--- src/rtl/ts_output_scheduler_pkg.sv ---
// Shared encodings, constants and helpers for the TS output scheduler.
package ts_output_scheduler_pkg;

    localparam int unsigned BYTE_W     = 8;
    localparam int unsigned STATE_W    = 3;
    localparam int unsigned TS_PKT_LEN = 188;

    localparam logic [BYTE_W-1:0] TS_SYNC_BYTE = 8'h47;
    localparam logic [12:0]       NULL_PID     = 13'h1FFF;
    localparam logic [12:0]       PAT_PID      = 13'h0000;
    localparam logic [12:0]       SDT_PID      = 13'h0011;

    typedef enum logic [STATE_W-1:0] {
        S_IDLE = 3'd0,
        S_TAB  = 3'd1,
        S_T2MI = 3'd2,
        S_GAP  = 3'd3,
        S_NULL = 3'd4
    } sched_state_t;

    // One TS byte lane as it travels from a source to the output register.
    typedef struct packed {
        logic [BYTE_W-1:0] data;
        logic              ena;
        logic              psync;
    } ts_byte_t;

    // Byte idx of a null packet: header 47 1F FF 10 (PID 0x1FFF, payload only), then stuffing.
    function automatic logic [BYTE_W-1:0] null_pkt_byte(input logic [BYTE_W-1:0] idx);
        case (idx)
            8'd0:    return TS_SYNC_BYTE;
            8'd1:    return {3'b000, NULL_PID[12:8]};
            8'd2:    return NULL_PID[7:0];
            8'd3:    return 8'h10;
            default: return 8'hFF;
        endcase
    endfunction

endpackage

--- src/rtl/ts_output_scheduler_null_packet_gen.sv ---
// Null packet generator: after a start pulse emits one PKT_LEN-byte null packet,
// one byte per cycle, then pulses done. Only instantiated with TS_NULL_PACKET_EN.
module ts_null_packet_gen
    import ts_output_scheduler_pkg::*;
#(
    parameter int unsigned PKT_LEN = TS_PKT_LEN
) (
    input  logic              RST,
    input  logic              CLK,
    input  logic              start,
    output logic [BYTE_W-1:0] data,
    output logic              ena,
    output logic              psync,
    output logic              done
);

    localparam int unsigned CNT_W = 8;

    logic [CNT_W-1:0] byte_cnt;
    logic             active;

    // Walk the packet bytes; byte_cnt is the index of the next byte to emit.
    always_ff @(posedge CLK or negedge RST) begin
        if (!RST) begin
            active   <= 1'b0;
            byte_cnt <= '0;
            data     <= '0;
            ena      <= 1'b0;
            psync    <= 1'b0;
            done     <= 1'b0;
        end else begin
            done  <= 1'b0;
            psync <= 1'b0;
            if (start) begin
                active   <= 1'b1;
                byte_cnt <= CNT_W'(1);
                data     <= null_pkt_byte(8'd0);
                ena      <= 1'b1;
                psync    <= 1'b1;
            end else if (active) begin
                if (byte_cnt == CNT_W'(PKT_LEN)) begin
                    active <= 1'b0;
                    ena    <= 1'b0;
                    done   <= 1'b1;
                end else begin
                    data     <= null_pkt_byte(byte_cnt);
                    byte_cnt <= byte_cnt + CNT_W'(1);
                end
            end
        end
    end

endmodule

--- src/rtl/ts_output_scheduler.sv ---
// TS output scheduler: packet-boundary arbitration between the T2-MI packetizer
// and the PSI table inserter, with table-burst fairness and a stall watchdog.
// Optional idle null-packet insertion is enabled by defining TS_NULL_PACKET_EN.
module ts_output_scheduler
    import ts_output_scheduler_pkg::*;
#(
    parameter int unsigned PKT_LEN       = TS_PKT_LEN,
    parameter int unsigned MAX_TAB_BURST = 2,
`ifdef TS_NULL_PACKET_EN
    parameter int unsigned NULL_TIMEOUT  = 1024,
`endif
    parameter int unsigned WDOG_CYCLES   = 4096
) (
    input  logic               RST,
    input  logic               CLK,
    input  logic               T2MI_REQ,
    output logic               T2MI_GRANT,
    input  logic [BYTE_W-1:0]  T2MI_DATA,
    input  logic               T2MI_ENA,
    input  logic               T2MI_PSYNC,
    input  logic               TABLE_READY,
    output logic               TABLE_START,
    input  logic               TABLE_SENT,
    input  logic [BYTE_W-1:0]  TAB_DATA,
    input  logic               TAB_ENA,
    input  logic               TAB_PSYNC,
    output logic [BYTE_W-1:0]  DATA_OUT,
    output logic               ENA_OUT,
    output logic               PSYNC_OUT,
    output logic               ERR_WDOG,
    output logic               ERR_SYNC,
    output logic [STATE_W-1:0] state_mon
);

    localparam int unsigned CNT_W   = 8;
    localparam int unsigned BURST_W = $clog2(MAX_TAB_BURST + 1);
    localparam int unsigned WDOG_W  = $clog2(WDOG_CYCLES + 1);

    sched_state_t       state;
    logic [CNT_W-1:0]   byte_cnt;
    logic [BURST_W-1:0] tab_burst;
    logic [WDOG_W-1:0]  wdog;

    ts_byte_t t2mi_lane_c;
    ts_byte_t tab_lane_c;
    logic     sel_ena_c;
    logic     wdog_expire_c;
    logic     table_win_c;

    assign t2mi_lane_c = '{data: T2MI_DATA, ena: T2MI_ENA, psync: T2MI_PSYNC};
    assign tab_lane_c  = '{data: TAB_DATA,  ena: TAB_ENA,  psync: TAB_PSYNC};
    assign state_mon   = state;

    // Tables win unless they have already taken MAX_TAB_BURST packets while T2-MI waits.
    assign table_win_c = TABLE_READY &&
                         ((tab_burst < BURST_W'(MAX_TAB_BURST)) || !T2MI_REQ);

    // Valid strobe of whichever source currently owns the output.
    always_comb begin
        sel_ena_c = 1'b0;
        case (state)
            S_TAB:   sel_ena_c = tab_lane_c.ena;
            S_T2MI:  sel_ena_c = t2mi_lane_c.ena;
            default: sel_ena_c = 1'b0;
        endcase
    end

    assign wdog_expire_c = ((state == S_TAB) || (state == S_T2MI)) && !sel_ena_c &&
                           (wdog == WDOG_W'(WDOG_CYCLES - 1));

    // Stall watchdog: counts consecutive idle cycles of the granted source.
    always_ff @(posedge CLK or negedge RST) begin
        if (!RST) begin
            wdog <= '0;
        end else if (((state == S_TAB) || (state == S_T2MI)) && !sel_ena_c && !wdog_expire_c) begin
            wdog <= wdog + WDOG_W'(1);
        end else begin
            wdog <= '0;
        end
    end

`ifdef TS_NULL_PACKET_EN
    localparam int unsigned IDLE_W = $clog2(NULL_TIMEOUT + 1);

    logic [IDLE_W-1:0] idle_cnt;
    logic              null_start;
    logic [BYTE_W-1:0] null_data;
    logic              null_ena;
    logic              null_psync;
    logic              null_done;

    ts_null_packet_gen #(
        .PKT_LEN (PKT_LEN)
    ) u_null_gen (
        .RST   (RST),
        .CLK   (CLK),
        .start (null_start),
        .data  (null_data),
        .ena   (null_ena),
        .psync (null_psync),
        .done  (null_done)
    );
`endif

    // Scheduler FSM with registered output mux.
    always_ff @(posedge CLK or negedge RST) begin
        if (!RST) begin
            state       <= S_IDLE;
            T2MI_GRANT  <= 1'b0;
            TABLE_START <= 1'b0;
            DATA_OUT    <= '0;
            ENA_OUT     <= 1'b0;
            PSYNC_OUT   <= 1'b0;
            ERR_WDOG    <= 1'b0;
            ERR_SYNC    <= 1'b0;
            byte_cnt    <= '0;
            tab_burst   <= '0;
`ifdef TS_NULL_PACKET_EN
            idle_cnt    <= '0;
            null_start  <= 1'b0;
`endif
        end else begin
            TABLE_START <= 1'b0;
            ERR_WDOG    <= 1'b0;
            ERR_SYNC    <= 1'b0;
`ifdef TS_NULL_PACKET_EN
            null_start  <= 1'b0;
            idle_cnt    <= '0;
`endif
            case (state)
                S_IDLE: begin
                    ENA_OUT   <= 1'b0;
                    PSYNC_OUT <= 1'b0;
                    if (table_win_c) begin
                        state       <= S_TAB;
                        TABLE_START <= 1'b1;
                        if (tab_burst != BURST_W'(MAX_TAB_BURST)) begin
                            tab_burst <= tab_burst + BURST_W'(1);
                        end
                    end else if (T2MI_REQ) begin
                        state      <= S_T2MI;
                        T2MI_GRANT <= 1'b1;
                        tab_burst  <= '0;
                        byte_cnt   <= '0;
                    end
`ifdef TS_NULL_PACKET_EN
                    else if (idle_cnt == IDLE_W'(NULL_TIMEOUT - 1)) begin
                        state      <= S_NULL;
                        null_start <= 1'b1;
                    end else begin
                        idle_cnt <= idle_cnt + IDLE_W'(1);
                    end
`endif
                end
                S_TAB: begin
                    DATA_OUT  <= tab_lane_c.data;
                    ENA_OUT   <= tab_lane_c.ena;
                    PSYNC_OUT <= tab_lane_c.psync;
                    if (TABLE_SENT) begin
                        state <= S_GAP;
                    end else if (wdog_expire_c) begin
                        ERR_WDOG   <= 1'b1;
                        T2MI_GRANT <= 1'b0;
                        tab_burst  <= '0;
                        state      <= S_GAP;
                    end
                end
                S_T2MI: begin
                    DATA_OUT  <= t2mi_lane_c.data;
                    ENA_OUT   <= t2mi_lane_c.ena;
                    PSYNC_OUT <= t2mi_lane_c.psync;
                    if (t2mi_lane_c.ena) begin
                        if (t2mi_lane_c.psync && (byte_cnt != '0)) begin
                            // Misplaced sync: realign so this byte is byte 1 of the packet.
                            ERR_SYNC <= 1'b1;
                            byte_cnt <= CNT_W'(1);
                        end else if (byte_cnt == CNT_W'(PKT_LEN - 1)) begin
                            byte_cnt   <= CNT_W'(PKT_LEN);
                            T2MI_GRANT <= 1'b0;
                            state      <= S_GAP;
                        end else begin
                            byte_cnt <= byte_cnt + CNT_W'(1);
                        end
                    end else if (wdog_expire_c) begin
                        ERR_WDOG   <= 1'b1;
                        T2MI_GRANT <= 1'b0;
                        tab_burst  <= '0;
                        state      <= S_GAP;
                    end
                end
                S_GAP: begin
                    // One dead cycle lets the inserter drop READY before re-arbitration.
                    ENA_OUT   <= 1'b0;
                    PSYNC_OUT <= 1'b0;
                    state     <= S_IDLE;
                end
`ifdef TS_NULL_PACKET_EN
                S_NULL: begin
                    DATA_OUT  <= null_data;
                    ENA_OUT   <= null_ena;
                    PSYNC_OUT <= null_psync;
                    if (null_done) begin
                        state <= S_GAP;
                    end
                end
`endif
                default: begin
                    ENA_OUT   <= 1'b0;
                    PSYNC_OUT <= 1'b0;
                    state     <= S_IDLE;
                end
            endcase
        end
    end

endmodule

--- config.mk ---
export PLATFORM = sky130hd
export DESIGN_NAME = ts_output_scheduler
export DESIGN_NICKNAME = d
export VERILOG_FILES = /design/src/rtl/ts_output_scheduler_pkg.sv /design/src/rtl/ts_output_scheduler_null_packet_gen.sv /design/src/rtl/ts_output_scheduler.sv
export SDC_FILE = /design/constraint.sdc
export NUM_CORES = 1
export LEC_CHECK = 0
export CAP_MARGIN = 10
export CORE_ASPECT_RATIO = 0.6
export CORE_MARGIN = 4
export CORE_UTILIZATION = 31
export CTS_CLUSTER_SIZE = 28
export DETAILED_ROUTE_END_ITERATION = 8
export GPL_TIMING_DRIVEN = 0
export PLACE_DENSITY = 0.52
export SLEW_MARGIN = 40
export SYNTH_ARGS = -nofsm -noshare
export SYNTH_HDL_FRONTEND = slang
export SYNTH_HIERARCHICAL = 1
export SYNTH_SLANG_ARGS = --single-unit
--- constraint.sdc ---
create_clock -name CLK -period 1.8 [get_ports CLK]
set_input_delay 0.54 -clock CLK [delete_from_list [all_inputs] [get_ports CLK]]
set_output_delay 0.54 -clock CLK [all_outputs]
set_load 0.05 [all_outputs]
==> impl_metrics.tcl <==
set metrics [dict create \
    syn_to_final_growth_pct 42.6 \
    fin_skew_ns 0.00793 \
    seqPwrFrac_pct 34.1 \
    synth.area.top_cells "dfrtp_1 (46%), mux2i_1 (3.7%), nand4_1 (3.2%), nand2_1 (3.1%), nor2_1 (2.8%)" \
    r2r_setup_slack_ns -0.16 \
    timing.final.ws_setup_ns -0.158 \
    grt_setup_unrepaired "true" \
    core_mm2 0.00671 \
    worst_ep_required_time_ns 2.00 \
    end_kind "register" \
    crit_arrival_ns 2.16 \
    grtUsageTotal_pct 14.4 \
    ys_seq_elements 40 \
    grt_max_degree 41 \
    maxSlewViolCount 0 \
    rows 23 \
    slew_headroom_pct 61.2 \
    switching_power_w 0.00138 \
    violations "setup timing" \
    ir_drop_mv 0.568 \
    syn_inst 218 \
    wirelength_um 5750 \
    reg2reg_from "byte_cnt[1]" \
    synth_top_area_share_pct 46.5 \
    hold_violations 0 \
    place.gp.congestion 0.783 \
    start_util_pct 32.1 \
    synth_edf_count 0 \
    drc 0 \
    yosysMostFrequentCell "dfrtp_1" \
    worst_r2r_path_depth 7 \
    grt_overflow 0 \
    min_period_ns 1.96 \
    antenna_found_initial 0 \
    cts_made_buffers 5 \
    h-tree-depth 2 \
    startpoint_type "register" \
    post_drt_via_cell_ratio 5.06 \
    cts.clk_slew.worst_paths_ns 0.06 \
    fp.dieH_um 72.6 \
    syn-mean-instance-area_um2 9.88 \
    wl_per_cell_um 15.7 \
    path_class "reg2reg" \
    root_buffer "clkbuf_16" \
    finalNetCount 308 \
    drtPass1Iterations 4 \
    timing.rr.end "byte_cnt[3]" \
    drive_gt1_share_pct 23.9 \
    ant_nets 0 \
    yosys-top-cells-count "dfrtp_1 (40), nand2_1 (18), nor2_1 (16)" \
    synth_top_cell_by_area "dfrtp_1" \
    grt_pass1_vias 1840 \
    critPathMaxFanout 6 \
    clockPowerShare_pct 24.9 \
    ios 42 \
    p_sw_share_pct 39.3 \
    clkSinkCount 40 \
    period_share_pct 109 \
    hpwl_um 3940 \
    hp-class "in2async" \
    synthArstFlopShare_pct 100 \
    status "complete, but fails checks" \
    p_comb_share_pct 41.1 \
    clock.fmax_mhz 511 \
    portBuffers 41 \
    yosysSeqAreaShare_pct 46.5 \
    syn-cell-area_mm2 0.00215 \
    internal_power_w 0.00213 \
    yosysWarnings 6 \
    hold_ws_ns 0.203 \
    worst_pin_slew_ns 0.578 \
    die_area_mm2 0.00839 \
    ys_types 51 \
    setup_viol 10 \
    p_per_area_mw_per_mm2 1140 \
    synth_flop_cell "dfrtp_1" \
    p_leak_nw 1.30 \
    vias 1856 \
    diodes 0 \
    cts_tree "yes" \
    drtIter0Drc 91 \
    fin_setup_tns_ns -1.25 \
    cts_buffer_depth 2 \
    die_width_um 116 \
    clk_latency_ns 0.28 \
    max_cap_viol_count 0 \
    synth_nets 247 \
    fillers 626 \
    grt_pass1_wl_um 9450 \
]
-- state kept, by name (all words and copies together) (netlist names) --
signal / flops
byte_cnt: 8
PSYNC_OUT: 1
DATA_OUT: 8
T2MI_GRANT: 1
state_mon: 3
wdog: 13
ERR_WDOG: 1
ERR_SYNC: 1
ENA_OUT: 1
tab_burst: 2
TABLE_START: 1
-- layout make-up --
cell class	count	area [um^2]	area share, %
Inverter	13	48.8	1.59
Sequential cell	40	1010	32.7
Clock buffer	5	125	4.07
Multi-Input combinational cell	157	1230	40.2
Timing Repair Buffer	56	500	16.3
Buffer	6	30.0	0.977
Tap cell	87	109	3.54
Clock inverter	3	18.8	0.611
-- worst max-delay path, stage by stage, from the launching register on --
cell      delay [ns]
dfrtp_1         0.40
inv_2           0.08
ha_4            0.12
or4b_4          0.46
o41ai_4         0.37
buf_4           0.23
nand4b_1        0.10
o211ai_1        0.11
-- per-layer routing --
layer,up-vias,GRT usage (%),part of all wire [%]
li1,926,-,-
met2,44,18.8,40
met1,880,22.7,54
met5,-,0,0
met3,6,4.23,5.5
met4,0,3.86,1.1
-- worst max path at each step --
stage	from	slack, ns	cells past startpoint	to
detailed placement	T2MI_ENA	-0.81	5	tab_burst[0]
floorplan	byte_cnt[0]	-0.11	6	byte_cnt[3]
finish	byte_cnt[1]	-0.16	7	byte_cnt[3]
global placement	RST	-1.13	1	state_mon[2]
CTS	byte_cnt[1]	-0.24	6	byte_cnt[2]
global route	byte_cnt[1]	-0.27	6	byte_cnt[3]
-- metrics by stage --
step                cells  total power [W]  util [%]  instance area, um^2  setup slack, ns
floorplan             218          0.00205         -                 2160           -0.109
global placement      346          0.00250      39.9                 2680            -1.13
detailed placement    347          0.00252      40.3                 2700           -0.807
CTS                   363          0.00346      44.6                 2990           -0.241
global route          367          0.00372      45.8                 3070           -0.273
finish                367          0.00351      45.8                 3070           -0.158
-- layout by cell type (no fill, tap or decap), types with 2 or more instances in the layout --
| master | count |
|---|---|
| clkdlybuf4s50_1 | 20 |
| nand2_1 | 17 |
| a31oi_1 | 3 |
| mux2i_1 | 8 |
| nand4b_1 | 3 |
| dfrtp_2 | 4 |
| buf_4 | 14 |
| nor3_1 | 5 |
| o211ai_1 | 3 |
| o21ai_0 | 9 |
| nor2_1 | 15 |
| ha_4 | 2 |
| o221ai_1 | 4 |
| inv_1 | 11 |
| dfrtp_1 | 36 |
| nor3b_1 | 2 |
| inv_2 | 2 |
| nand2b_1 | 6 |
| xor2_1 | 5 |
| a21oi_1 | 2 |
| nand4_1 | 11 |
| nand3_1 | 7 |
| and3_1 | 3 |
| clkbuf_2 | 8 |
| xnor2_1 | 5 |
| clkinv_2 | 2 |
| dlygate4sd2_1 | 15 |
| clkbuf_16 | 5 |
| and2_1 | 2 |
| buf_2 | 2 |
| or3b_2 | 3 |
-- cells by family (layout without fill, tap and decap cells) --
kind of cell | after synthesis | count (layout) | synth area share [%]
buffers and inverters | 21 | 83 | 3.72
AOI/OAI and AO/OA | 41 | 41 | 14.6
xor gates and xnor gates | 10 | 10 | 4.06
and+or+nand+nor | 93 | 93 | 25.0
DFF | 40 | 40 | 46.5
muxes | 8 | 8 | 3.72
other | 1 | 1 | 0.174
adders and majority gates | 4 | 4 | 2.32
-- power by group through the flow --
stage / sequential (W) / clock [W] / combinational, W
2_1_floorplan: 0.00159 / 0 / 0.000459
3_3_place_gp: 0.00121 / 0 / 0.00129
3_5_place_dp: 0.00120 / 0 / 0.00131
4_1_cts: 0.00119 / 0.000896 / 0.00137
5_1_grt: 0.00122 / 0.000942 / 0.00156
6_report: 0.00120 / 0.000874 / 0.00144
-- timing repair --
item	4_1_cts	5_1_grt
pin swaps	6	6
endpoints found under the setup margin	50	26
endpoints found under the hold margin	0	0
hold buffers	0	0
resized for setup	42	29
buffers inserted	10	4
Note: power is estimated with default switching activity, not from simulation.
